<file path="src/rtl/thermal_pkg.sv">
// Shared thermal-control types and constants: state codes, fan duties, default thresholds.
// Pure declarations; no latency or backpressure of its own.
package thermal_pkg;

  typedef logic [2:0] state_t;

  localparam state_t ST_NORMAL   = 3'd0;
  localparam state_t ST_WARN     = 3'd1;
  localparam state_t ST_THROTTLE = 3'd2;
  localparam state_t ST_SHUTDOWN = 3'd3;
  localparam state_t ST_COOLDOWN = 3'd4;

  localparam logic [7:0] FAN_NORMAL   = 8'h40;
  localparam logic [7:0] FAN_WARN     = 8'h80;
  localparam logic [7:0] FAN_THROTTLE = 8'hC0;
  localparam logic [7:0] FAN_FULL     = 8'hFF;

  localparam int unsigned DEF_SAMPLE_DIV  = 256;
  localparam logic [7:0]  DEF_T_WARN      = 8'd95;
  localparam logic [7:0]  DEF_T_THROTTLE  = 8'd110;
  localparam logic [7:0]  DEF_T_CRIT      = 8'd125;
  localparam logic [7:0]  DEF_HYST        = 8'd5;
  localparam logic [15:0] DEF_P_MIN       = 16'd700;
  localparam logic [15:0] DEF_P_MAX       = 16'd3000;
  localparam logic [15:0] DEF_P_STEP      = 16'd100;
  localparam logic [15:0] DEF_COOL_CYCLES = 16'd1024;

  function automatic logic [7:0] fan_duty(input state_t st);
    case (st)
      ST_NORMAL:   return FAN_NORMAL;
      ST_WARN:     return FAN_WARN;
      ST_THROTTLE: return FAN_THROTTLE;
      default:     return FAN_FULL;
    endcase
  endfunction

endpackage

</file>
<file path="src/rtl/thermal_governor_if.sv">
// Governor <-> thermal model signal bundle; master is the governor side.
// Plain wires, no latency; no backpressure (free-running control loop).
interface thermal_governor_if;
  import thermal_pkg::*;

  logic [7:0]  temperature;
  logic        throttle_request;
  logic [15:0] power_request;
  logic [7:0]  fan_pwm;
  state_t      state;
  logic        shutdown;
  logic        alarm;

  modport master (
    input  temperature, throttle_request,
    output power_request, fan_pwm, state, shutdown, alarm
  );

  modport slave (
    output temperature, throttle_request,
    input  power_request, fan_pwm, state, shutdown, alarm
  );

endinterface

</file>
<file path="src/rtl/temp_avg4.sv">
// Four-deep temperature window with truncating average; window updates on the sample edge,
// avg is combinational from the registered window. No backpressure.
module temp_avg4 (
  input  logic       clk,
  input  logic       reset,
  input  logic       sample_en,
  input  logic [7:0] temp_in,
  output logic [7:0] avg
);

  logic [7:0] w_q [4];
  logic [7:0] w_d [4];
  logic [9:0] sum;

  always_comb begin
    for (int i = 0; i < 4; i++) w_d[i] = w_q[i];
    if (sample_en) begin
      w_d[0] = temp_in;
      w_d[1] = w_q[0];
      w_d[2] = w_q[1];
      w_d[3] = w_q[2];
    end
  end

  always_ff @(posedge clk) begin
    if (reset) begin
      for (int i = 0; i < 4; i++) w_q[i] <= '0;
    end else begin
      for (int i = 0; i < 4; i++) w_q[i] <= w_d[i];
    end
  end

  assign sum = {2'b00, w_q[0]} + {2'b00, w_q[1]} + {2'b00, w_q[2]} + {2'b00, w_q[3]};
  assign avg = 8'(sum >> 2);

endmodule

</file>
<file path="src/rtl/thermal_governor.sv">
// Closed-loop thermal governor: decimated averaging, 5-state FSM with hysteresis, power ramp, fan.
// Outputs update one edge after each sampling edge (cooldown expiry on any edge); no backpressure.
module thermal_governor import thermal_pkg::*; #(
  parameter int unsigned SAMPLE_DIV  = DEF_SAMPLE_DIV,
  parameter logic [7:0]  T_WARN      = DEF_T_WARN,
  parameter logic [7:0]  T_THROTTLE  = DEF_T_THROTTLE,
  parameter logic [7:0]  T_CRIT      = DEF_T_CRIT,
  parameter logic [7:0]  HYST        = DEF_HYST,
  parameter logic [15:0] P_MIN       = DEF_P_MIN,
  parameter logic [15:0] P_MAX       = DEF_P_MAX,
  parameter logic [15:0] P_STEP      = DEF_P_STEP,
  parameter logic [15:0] COOL_CYCLES = DEF_COOL_CYCLES
) (
  input  logic               clk,
  input  logic               reset,
  thermal_governor_if.master tif
);

  localparam int unsigned      DIV_W      = $clog2(SAMPLE_DIV);
  localparam logic [DIV_W-1:0] DIV_LAST   = DIV_W'(SAMPLE_DIV - 1);
  localparam logic [7:0]       WARN_EXIT  = T_WARN - HYST;
  localparam logic [7:0]       THR_EXIT   = T_THROTTLE - HYST;
  localparam logic [16:0]      DN_FLOOR   = {1'b0, P_MIN} + {1'b0, P_STEP};

  logic [DIV_W-1:0] div_cnt_q, div_cnt_d;
  logic             sample_en;
  logic             thr_q, thr_d;
  logic             eval_en_q, eval_en_d;
  logic [7:0]       avg;

  state_t           state_q, state_d;
  logic [15:0]      cool_cnt_q, cool_cnt_d;
  logic [15:0]      power_q, power_d;
  logic [7:0]       fan_q, fan_d;
  logic             shutdown_q, shutdown_d;
  logic             alarm_q, alarm_d;

  logic             hot_crit, hot_thr, hot_warn, below_warn_exit, below_thr_exit;
  logic [16:0]      pr_up;

  assign sample_en = (div_cnt_q == DIV_LAST);

  always_comb begin
    div_cnt_d = sample_en ? '0 : div_cnt_q + 1'b1;
    thr_d     = sample_en ? tif.throttle_request : thr_q;
    eval_en_d = sample_en;
  end

  temp_avg4 u_avg (
    .clk       (clk),
    .reset     (reset),
    .sample_en (sample_en),
    .temp_in   (tif.temperature),
    .avg       (avg)
  );

  assign hot_crit        = (avg >= T_CRIT);
  assign hot_thr         = (avg >= T_THROTTLE);
  assign hot_warn        = (avg >= T_WARN);
  assign below_warn_exit = (avg < WARN_EXIT);
  assign below_thr_exit  = (avg < THR_EXIT);

  always_comb begin
    state_d    = state_q;
    cool_cnt_d = cool_cnt_q;
    case (state_q)
      ST_NORMAL: begin
        if (eval_en_q) begin
          if (hot_crit)                state_d = ST_SHUTDOWN;
          else if (hot_thr || thr_q)   state_d = ST_THROTTLE;
          else if (hot_warn)           state_d = ST_WARN;
        end
      end
      ST_WARN: begin
        if (eval_en_q) begin
          if (hot_crit)                state_d = ST_SHUTDOWN;
          else if (hot_thr || thr_q)   state_d = ST_THROTTLE;
          else if (below_warn_exit)    state_d = ST_NORMAL;
        end
      end
      ST_THROTTLE: begin
        if (eval_en_q) begin
          if (hot_crit)                       state_d = ST_SHUTDOWN;
          else if (below_thr_exit && !thr_q)  state_d = ST_WARN;
        end
      end
      ST_SHUTDOWN: begin
        if (eval_en_q && below_warn_exit) begin
          state_d    = ST_COOLDOWN;
          cool_cnt_d = COOL_CYCLES - 16'd1;
        end
      end
      ST_COOLDOWN: begin
        if (cool_cnt_q != 16'd0) cool_cnt_d = cool_cnt_q - 16'd1;
        // A re-heat abort outranks an expiry landing on the same edge.
        if (eval_en_q && (hot_crit || hot_thr)) state_d = ST_SHUTDOWN;
        else if (cool_cnt_q == 16'd0)           state_d = ST_NORMAL;
      end
      default: state_d = ST_NORMAL;
    endcase
  end

  // 17-bit headroom keeps the saturating ramp from wrapping near full scale.
  assign pr_up = {1'b0, power_q} + {1'b0, P_STEP};

  always_comb begin
    power_d = power_q;
    if (eval_en_q) begin
      case (state_d)
        ST_NORMAL:   power_d = (pr_up > {1'b0, P_MAX}) ? P_MAX : pr_up[15:0];
        ST_WARN:     power_d = power_q;
        ST_THROTTLE: power_d = ({1'b0, power_q} < DN_FLOOR) ? P_MIN : power_q - P_STEP;
        default:     power_d = P_MIN;
      endcase
    end
    fan_d      = fan_duty(state_d);
    shutdown_d = (state_d == ST_SHUTDOWN);
    alarm_d    = (state_d == ST_SHUTDOWN) && (state_q != ST_SHUTDOWN);
  end

  always_ff @(posedge clk) begin
    if (reset) begin
      div_cnt_q  <= '0;
      thr_q      <= 1'b0;
      eval_en_q  <= 1'b0;
      state_q    <= ST_NORMAL;
      cool_cnt_q <= '0;
      power_q    <= P_MIN;
      fan_q      <= FAN_NORMAL;
      shutdown_q <= 1'b0;
      alarm_q    <= 1'b0;
    end else begin
      div_cnt_q  <= div_cnt_d;
      thr_q      <= thr_d;
      eval_en_q  <= eval_en_d;
      state_q    <= state_d;
      cool_cnt_q <= cool_cnt_d;
      power_q    <= power_d;
      fan_q      <= fan_d;
      shutdown_q <= shutdown_d;
      alarm_q    <= alarm_d;
    end
  end

  assign tif.power_request = power_q;
  assign tif.fan_pwm       = fan_q;
  assign tif.state         = state_q;
  assign tif.shutdown      = shutdown_q;
  assign tif.alarm         = alarm_q;

endmodule

</file>
<file path="src/flat_wrapper.sv">
// flat-port wrapper written by rule: the top's interface ports become plain ports
module thermal_governor_flat import thermal_pkg::*;
#(
  parameter int unsigned SAMPLE_DIV  = DEF_SAMPLE_DIV,
  parameter logic [7:0]  T_WARN      = DEF_T_WARN,
  parameter logic [7:0]  T_THROTTLE  = DEF_T_THROTTLE,
  parameter logic [7:0]  T_CRIT      = DEF_T_CRIT,
  parameter logic [7:0]  HYST        = DEF_HYST,
  parameter logic [15:0] P_MIN       = DEF_P_MIN,
  parameter logic [15:0] P_MAX       = DEF_P_MAX,
  parameter logic [15:0] P_STEP      = DEF_P_STEP,
  parameter logic [15:0] COOL_CYCLES = DEF_COOL_CYCLES
)
  (clk, reset, tif_temperature, tif_throttle_request, tif_power_request, tif_fan_pwm, tif_state, tif_shutdown, tif_alarm);
  thermal_governor_if tif_i ();
  input  logic clk;
  input  logic reset;
  input wire logic [$bits(tif_i.temperature)-1:0] tif_temperature;
  input wire logic [$bits(tif_i.throttle_request)-1:0] tif_throttle_request;
  output wire logic [$bits(tif_i.power_request)-1:0] tif_power_request;
  output wire logic [$bits(tif_i.fan_pwm)-1:0] tif_fan_pwm;
  output wire logic [$bits(tif_i.state)-1:0] tif_state;
  output wire logic [$bits(tif_i.shutdown)-1:0] tif_shutdown;
  output wire logic [$bits(tif_i.alarm)-1:0] tif_alarm;
  assign tif_i.temperature = tif_temperature;
  assign tif_i.throttle_request = tif_throttle_request;
  assign tif_power_request = tif_i.power_request;
  assign tif_fan_pwm = tif_i.fan_pwm;
  assign tif_state = tif_i.state;
  assign tif_shutdown = tif_i.shutdown;
  assign tif_alarm = tif_i.alarm;
  thermal_governor #(.SAMPLE_DIV(SAMPLE_DIV), .T_WARN(T_WARN), .T_THROTTLE(T_THROTTLE), .T_CRIT(T_CRIT), .HYST(HYST), .P_MIN(P_MIN), .P_MAX(P_MAX), .P_STEP(P_STEP), .COOL_CYCLES(COOL_CYCLES)) u_core (.clk(clk), .reset(reset), .tif(tif_i));
endmodule
</file>
<file path="config.mk">
export PLATFORM = sky130hd
export DESIGN_NAME = thermal_governor_flat
export DESIGN_NICKNAME = d
export VERILOG_FILES = /design/src/rtl/thermal_pkg.sv /design/src/rtl/thermal_governor_if.sv /design/src/rtl/temp_avg4.sv /design/src/rtl/thermal_governor.sv /design/src/flat_wrapper.sv
export SDC_FILE = /design/constraint.sdc
export NUM_CORES = 1
export LEC_CHECK = 0
export CAP_MARGIN = 20
export CORE_MARGIN = 3
export CORE_UTILIZATION = 63
export CTS_CLUSTER_SIZE = 20
export DETAILED_ROUTE_END_ITERATION = 10
export PLACE_DENSITY = 0.85
export SLEW_MARGIN = 10
export SYNTH_ARGS = -nofsm -noshare
export SYNTH_HDL_FRONTEND = slang
export SYNTH_SLANG_ARGS = --single-unit
</file>
<file path="constraint.sdc">
create_clock -name clk -period 9.9 [get_ports clk]
set_input_delay 2.475 -clock clk [delete_from_list [all_inputs] [get_ports clk]]
set_output_delay 2.475 -clock clk [all_outputs]
set_load 0.03 [all_outputs]
</file>
==> results of run 1 <==
==> where the power goes <==
group	total [W]	switching [W]	internal (W)
logic	0.0000198	0.0000115	0.00000838
clock network	0.000230	0.000134	0.0000958
registers	0.000326	0.00000271	0.000323
total	0.000576	0.000148	0.000427
==> Yosys cell counts (3+ instances only) <==
master	number
nand3b_1	3
inv_1	56
fa_1	16
buf_2	4
a31oi_1	6
a21o_1	5
nand4_1	4
xor2_1	12
a32o_1	4
a21oi_1	63
a211o_1	4
o31ai_1	5
nor4_1	5
nor2b_1	4
nor2_1	46
o21ai_0	18
ha_1	12
nor3_1	16
o22ai_1	3
nand2b_1	6
o21bai_1	3
o311a_1	3
o211ai_1	5
dfxtp_1	80
or3_1	6
xnor2_1	8
a311o_1	3
a211oi_1	7
o211a_1	4
clkbuf_1	27
o21a_1	3
buf_4	8
nand2_1	100
o221ai_1	4
nand3_1	22
and3_1	9
==> cells by family after synthesis <==
logic type,share of synthesized area [%]
muxes,0.4279
adders and majority gates,9.464
xor gates and xnor gates,3.851
DFF,32.22
other,0.07544
buffers and inverters,7.954
AOI/OAI and AO/OA,21.85
and+or+nand+nor,24.16
==> cell type report <==
cell class	instances	area, um^2
clock inverters	7	61.31
well taps	99	123.9
repair buffers	40	387.9
fillers	606	1961
flip-flops and latches	80	1602
multi-input cells	457	2978
inverters	56	210.2
clock buffers	9	123.9
==> how the worst min path moves through the flow <==
stage	start	endpoint	slack [ns]	cells past startpoint
finish	u_core.u_avg.w_q[0][26]	u_core.u_avg.w_q[0][26]	0.46	2
CTS	u_core.u_avg.w_q[0][26]	u_core.u_avg.w_q[0][26]	0.46	2
global route	u_core.u_avg.w_q[0][26]	u_core.u_avg.w_q[0][26]	0.47	2
detailed placement	u_core.u_avg.w_q[0][26]	u_core.u_avg.w_q[0][26]	0.45	2
floorplan	u_core.u_avg.w_q[0][26]	u_core.u_avg.w_q[0][26]	0.44	2
global placement	u_core.u_avg.w_q[0][30]	u_core.u_avg.w_q[0][30]	0.44	2
==> registers in the layout, summed over array words and instances, names as in the netlist, 3 cells and up <==
signal,count
u_core.cool_cnt_q,16
u_core.div_cnt_q,8
u_core.tif.fan_pwm,3
u_core.tif.power_request,14
u_core.tif.state,3
u_core.u_avg.w_q,32
==> stage by stage <==
stage,power [W],std cells,hold slack (ns)
3_3_place_gp,0.0003522,732,0.4421
5_1_grt,0.0005973,748,0.4702
3_5_place_dp,0.0003532,732,0.4476
4_1_cts,0.0005787,748,0.4591
2_1_floorplan,0.0003457,633,0.4363
6_report,0.0005757,748,0.4603
==> layer usage <==
metal | routed length, um | track usage [%]
met5 | 0 | 0
met2 | 5130 | 42.51
met3 | 696 | 4.542
met4 | 107 | 8.293
met1 | 5022 | 35.35
==> worst register-to-register path: cells and delay by family, from the launching register on <==
family / cells / cell delay (ns)
buf+inv: 3 / 0.24
fa+ha+maj: 3 / 1.42
xor+xnor: 2 / 0.42
flops: 1 / 0.36
simple gates: 4 / 1.30
compound gates: 5 / 1.32
==> impl_metrics.yaml, run 1 <==
run_status:
  outcome: "completed"
clocking:
  cts.sinks: 80
  cts_buffers: 9
  h-tree-depth: 3
  ctsRootBufferMaster: "clkbuf_8"
  clockBufferDepth: 2
  postCtsSetupRepairBufs: 0
  holdBufCountCts: 0
  worstSkewPairLatency_ns: 0.36
  cts_resized: 0
  cts.clk_slew.worst_paths_ns: 0.09
  cts_tree: "built"
logic_synthesis:
  synthTopCellsByArea: "dfxtp_1 (32%), nand2_1 (7.6%), fa_1 (6.4%), a21oi_1 (6.3%), inv_1 (4.2%)"
  synthesis.area_mm2: 0.004971
  yosysWarnings: 0
  syn_area_per_cell_um2: 7.866
  synth_top_area_share_pct: 32.22
  ys.flop_type: "dfxtp_1"
  ys_types: 75
  synth_edf_count: 0
  async_reset_ff_share_pct: 0
  ys_seq_area_share_pct: 32.22
  synth_area_leader_cell: "dfxtp_1"
  ys_ff_latch: 80
  syn-instance-count: 632
worst_setup_path:
  rr_worst_depth: 17
  crit_buf_inv: 3
  startpoint: "u_core.u_avg.w_q[0][1]"
  timing.rr.end: "u_core.cool_cnt_q[7]"
  crit_family: "adder cells"
  cp.depth: 17
  slowest_stage: "or4_1"
  reg2reg_from: "u_core.u_avg.w_q[0][1]"
  r2r_slack_ns: 4.70
  cp_slowest_stage_delay_ns: 0.61
  critPathRequiredTime_ns: 10.12
  cp-start-kind: "flop"
  cp-end-kind: "flop"
  crit_chain: "inv_1 -> fa_1 -> inv_1 -> fa_1 -> nand3b_1 -> inv_1 -> fa_1 -> a21o_1 -> a221oi_4 -> xor2_2 -> o31ai_1 -> a211o_1 -> and2_4 -> or4_1 -> nor3_1 -> xnor2_1 -> a21oi_1"
  cp_max_fo: 11
  critPathKind: "reg2reg"
  endpoint: "u_core.cool_cnt_q[7]"
  cp.arrival_ns: 5.43
die:
  die_area_mm2: 0.008993
  fp-row-count: 31
  coreArea_mm2: 0.007447
  die_h_um: 94.83
  io_pins: 40
  die_width_um: 94.83
  initial_core_util_pct: 66.75
grt:
  antenna_found_initial: 0
  grt_pass1_vias: 4228
  track_usage_pct: 26.14
  grt_overflow: 0
  grt_max_degree: 69
  grt_pass1_wl_um: 18980
timing:
  skew_ns: 0.01178
  fmax_mhz: 192.1
  rsz0062_at_grt: "false"
  slew_headroom_pct: 37.05
  min_period_ns: 5.205
  finalCritPeriodShare_pct: 52.57
  hold_viol_final: 0
  setup_violations: 0
  layout_setup_ws_ns: 4.695
  maxSlewViolCount: 0
  tightest_slew_ns: 0.9365
  finalSetupTns_ns: 0
routing:
  first_iter_violations: 345
  drc: 0
  firstDrtPassIters: 5
  wl_per_cell_um: 14.65
  routed-via-count: 4519
  wirelength_um: 10960
  viasPerCell: 6.041
  drtAntennaViolNets: 0
final_layout:
  drive_gt1_share_pct: 6.163
  nNetsFinal: 683
  fin_util_pct: 73.67
  synthToLayoutAreaGrowth_pct: 10.37
  fin_area_mm2: 0.005487
  diodes: 0
  final_cell_mix: "nand2_1 (100), dfxtp_1 (80), a21oi_1 (63)"
  mostFrequentLayoutCell: "nand2_1"
placed_design:
  placed_area_mm2: 0.005301
  port_buffers: 37
  preCtsSetupSlack_ns: 4.811
  dp_hpwl_um: 7881
  routabilityCongestion: 0.9680
power_and_ir_drop:
  power.density_mw_per_mm2: 104.9
  peakVddDrop_mv: 0.1465
  leakagePower_nw: 1.995
hold_path:
  hold_class: "reg2reg"
flow_run:
  drv_cap: 0
(Power assumes the default switching activity.)
==> run 2: changes to the inputs <==
--- a/config.mk
+++ b/config.mk
@@ -7,10 +7,10 @@
 export LEC_CHECK = 0
 export CAP_MARGIN = 20
 export CORE_MARGIN = 3
-export CORE_UTILIZATION = 63
+export CORE_UTILIZATION = 59
 export CTS_CLUSTER_SIZE = 20
 export DETAILED_ROUTE_END_ITERATION = 10
-export PLACE_DENSITY = 0.85
+export PLACE_DENSITY = 0.81
 export SLEW_MARGIN = 10
 export SYNTH_ARGS = -nofsm -noshare
 export SYNTH_HDL_FRONTEND = slang
==> constraint.sdc (replaced) <==
create_clock -name clk -period 4.8 [get_ports clk]
set_input_delay 1.2 -clock clk [delete_from_list [all_inputs] [get_ports clk]]
set_output_delay 1.2 -clock clk [all_outputs]
set_load 0.03 [all_outputs]
==> impl_metrics.yaml, run 2 (synthesis results as in run 1) <==
grt:
  antenna_found_initial: 0
  grt_max_degree: 61
  track_usage_pct: 23.87
  grt_overflow: 0
  grt_pass1_vias: 4134
  grt_pass1_wl_um: 19320
die:
  die_width_um: 97.79
  die_h_um: 97.79
  fp-row-count: 32
  initial_core_util_pct: 62.39
  io_pins: 40
  die_area_mm2: 0.009563
  coreArea_mm2: 0.007968
clocking:
  cts_buffers: 9
  holdBufCountCts: 0
  cts_tree: "built"
  cts.sinks: 80
  h-tree-depth: 3
  clockBufferDepth: 2
  worstSkewPairLatency_ns: 0.36
  cts.clk_slew.worst_paths_ns: 0.08
  ctsRootBufferMaster: "clkbuf_8"
routing:
  firstDrtPassIters: 5
  wirelength_um: 11600
  wl_per_cell_um: 15.12
  drc: 0
  viasPerCell: 5.949
  drtAntennaViolNets: 0
  first_iter_violations: 383
  routed-via-count: 4563
power_and_ir_drop:
  power.density_mw_per_mm2: 213.8
  peakVddDrop_mv: 0.2848
  leakagePower_nw: 2.118
timing:
  maxSlewViolCount: 0
  tightest_slew_ns: 0.6711
  min_period_ns: 4.641
  holdWs_ns: 0.4576
  slew_headroom_pct: 55.17
  rsz0062_at_grt: "true"
  finalCritPeriodShare_pct: 96.68
  setup_violations: 0
  hold_viol_final: 0
  skew_ns: 0.01452
  fmax_mhz: 215.5
worst_setup_path:
  crit_chain: "inv_1 -> fa_1 -> inv_1 -> fa_1 -> nand3b_1 -> inv_1 -> fa_2 -> a21o_1 -> a221oi_4 -> nor4b_1 -> a211oi_2 -> o21ba_4 -> nor4b_4 -> nor2_4 -> o21a_4 -> o211a_1 -> a311o_1"
  cp.arrival_ns: 4.89
  slowest_stage: "fa_1"
  cp_max_fo: 10
  cp-end-kind: "flop"
  crit_buf_inv: 3
  rr_worst_depth: 17
  r2r_slack_ns: 0.16
  cp_slowest_stage_delay_ns: 0.53
  critPathKind: "reg2reg"
  cp_common_cell: "inv_1"
  reg2reg_from: "u_core.u_avg.w_q[0][1]"
  timing.rr.end: "u_core.tif.power_request[7]"
  cp-start-kind: "flop"
  critPathRequiredTime_ns: 5.05
  crit_family: "compound AO/OA/AOI/OAI gates"
final_layout:
  mostFrequentLayoutCell: "nand2_1"
  final_cell_mix: "nand2_1 (99), dfxtp_1 (78), a21oi_1 (63)"
  diodes: 0
  instances_no_fill: 767
  largest_reg_flops: 32
  synthToLayoutAreaGrowth_pct: 15.23
  top_register: "u_core.u_avg.w_q"
  nNetsFinal: 699
  drive_gt1_share_pct: 10.98
hold_path:
  hold_class: "reg2reg"
  holdPathEnd: "u_core.u_avg.w_q[0][30]"
  whs_path_depth: 2
  min-delay-start: "u_core.u_avg.w_q[0][30]"
placed_design:
  port_buffers: 37
  dp_hpwl_um: 8181
  routabilityCongestion: 0.9249
  placed_cells: 743
flow_run:
  drv_cap: 0
run_status:
  outcome: "completed"
-- run 2: power by group --
group	switching [W]	internal (W)
Clock	0.000256	0.000256
Sequential	0.00000567	0.000666
Combinational	0.0000229	0.0000172
Total	0.000285	0.000940
-- run 2: worst register-to-register path: cells and delay by family (launching register included) --
family	cells	cell delay (ns)
AO/OA/AOI/OAI	7	1.85
adder cells (fa/ha/maj)	3	1.33
buffers and inverters	3	0.19
flip-flops	1	0.35
AND/OR/NAND/NOR	4	0.83
-- run 2: final cells by class --
cell class                      instances  area, um^2
Clock inverter                          6       66.31
Clock buffer                           10       137.6
Tap cell                              102       127.6
Timing Repair Buffer                   56       508.0
Sequential cell                        80        1604
Fill cell                             637        2240
Multi-Input combinational cell        457        3074
Inverter                               56       210.2
-- run 2: metrics by stage --
step	power, W	area, um^2	utilization [%]	setup WS (ns)	TNS (ns)
finish	0.001225	5728	71.89	0.1595	0
global route	0.001264	5728	71.89	-0.08655	-0.1327
CTS	0.001235	5584	70.08	0.01412	0
detailed placement	0.0007272	5365	67.34	-0.04665	-0.1128
global placement	0.0007275	5365	67.34	0.1126	0
floorplan	0.0007130	4975	-	0.3050	0
-- run 2: worst max-delay path by stage --
| stage | to | from | depth (start not counted) |
|---|---|---|---|
| finish | u_core.tif.power_request[7] | u_core.u_avg.w_q[0][1] | 17 |
| global route | u_core.tif.power_request[2] | u_core.u_avg.w_q[0][1] | 19 |
| CTS | u_core.tif.power_request[7] | u_core.u_avg.w_q[0][1] | 17 |
| detailed placement | u_core.tif.power_request[7] | u_core.u_avg.w_q[0][1] | 17 |
| global placement | u_core.tif.power_request[7] | u_core.u_avg.w_q[0][5] | 15 |
| floorplan | u_core.tif.power_request[7] | u_core.u_avg.w_q[0][1] | 17 |
-- run 2: timing repair --
action,4_1_cts,5_1_grt
endpoints found under the setup margin,4,19
resized for setup,4,21
setup buffers,0,8
pin swaps,0,11
hold endpoints to repair,0,0
-- run 2: routing by layer --
layer	vias up	track usage, %	routed length (um)
li1	2240	-	-
met1	2102	33.59	5120
met2	197	37.43	5406
met3	24	4.071	884
met4	0	7.881	189
met5	-	0	0
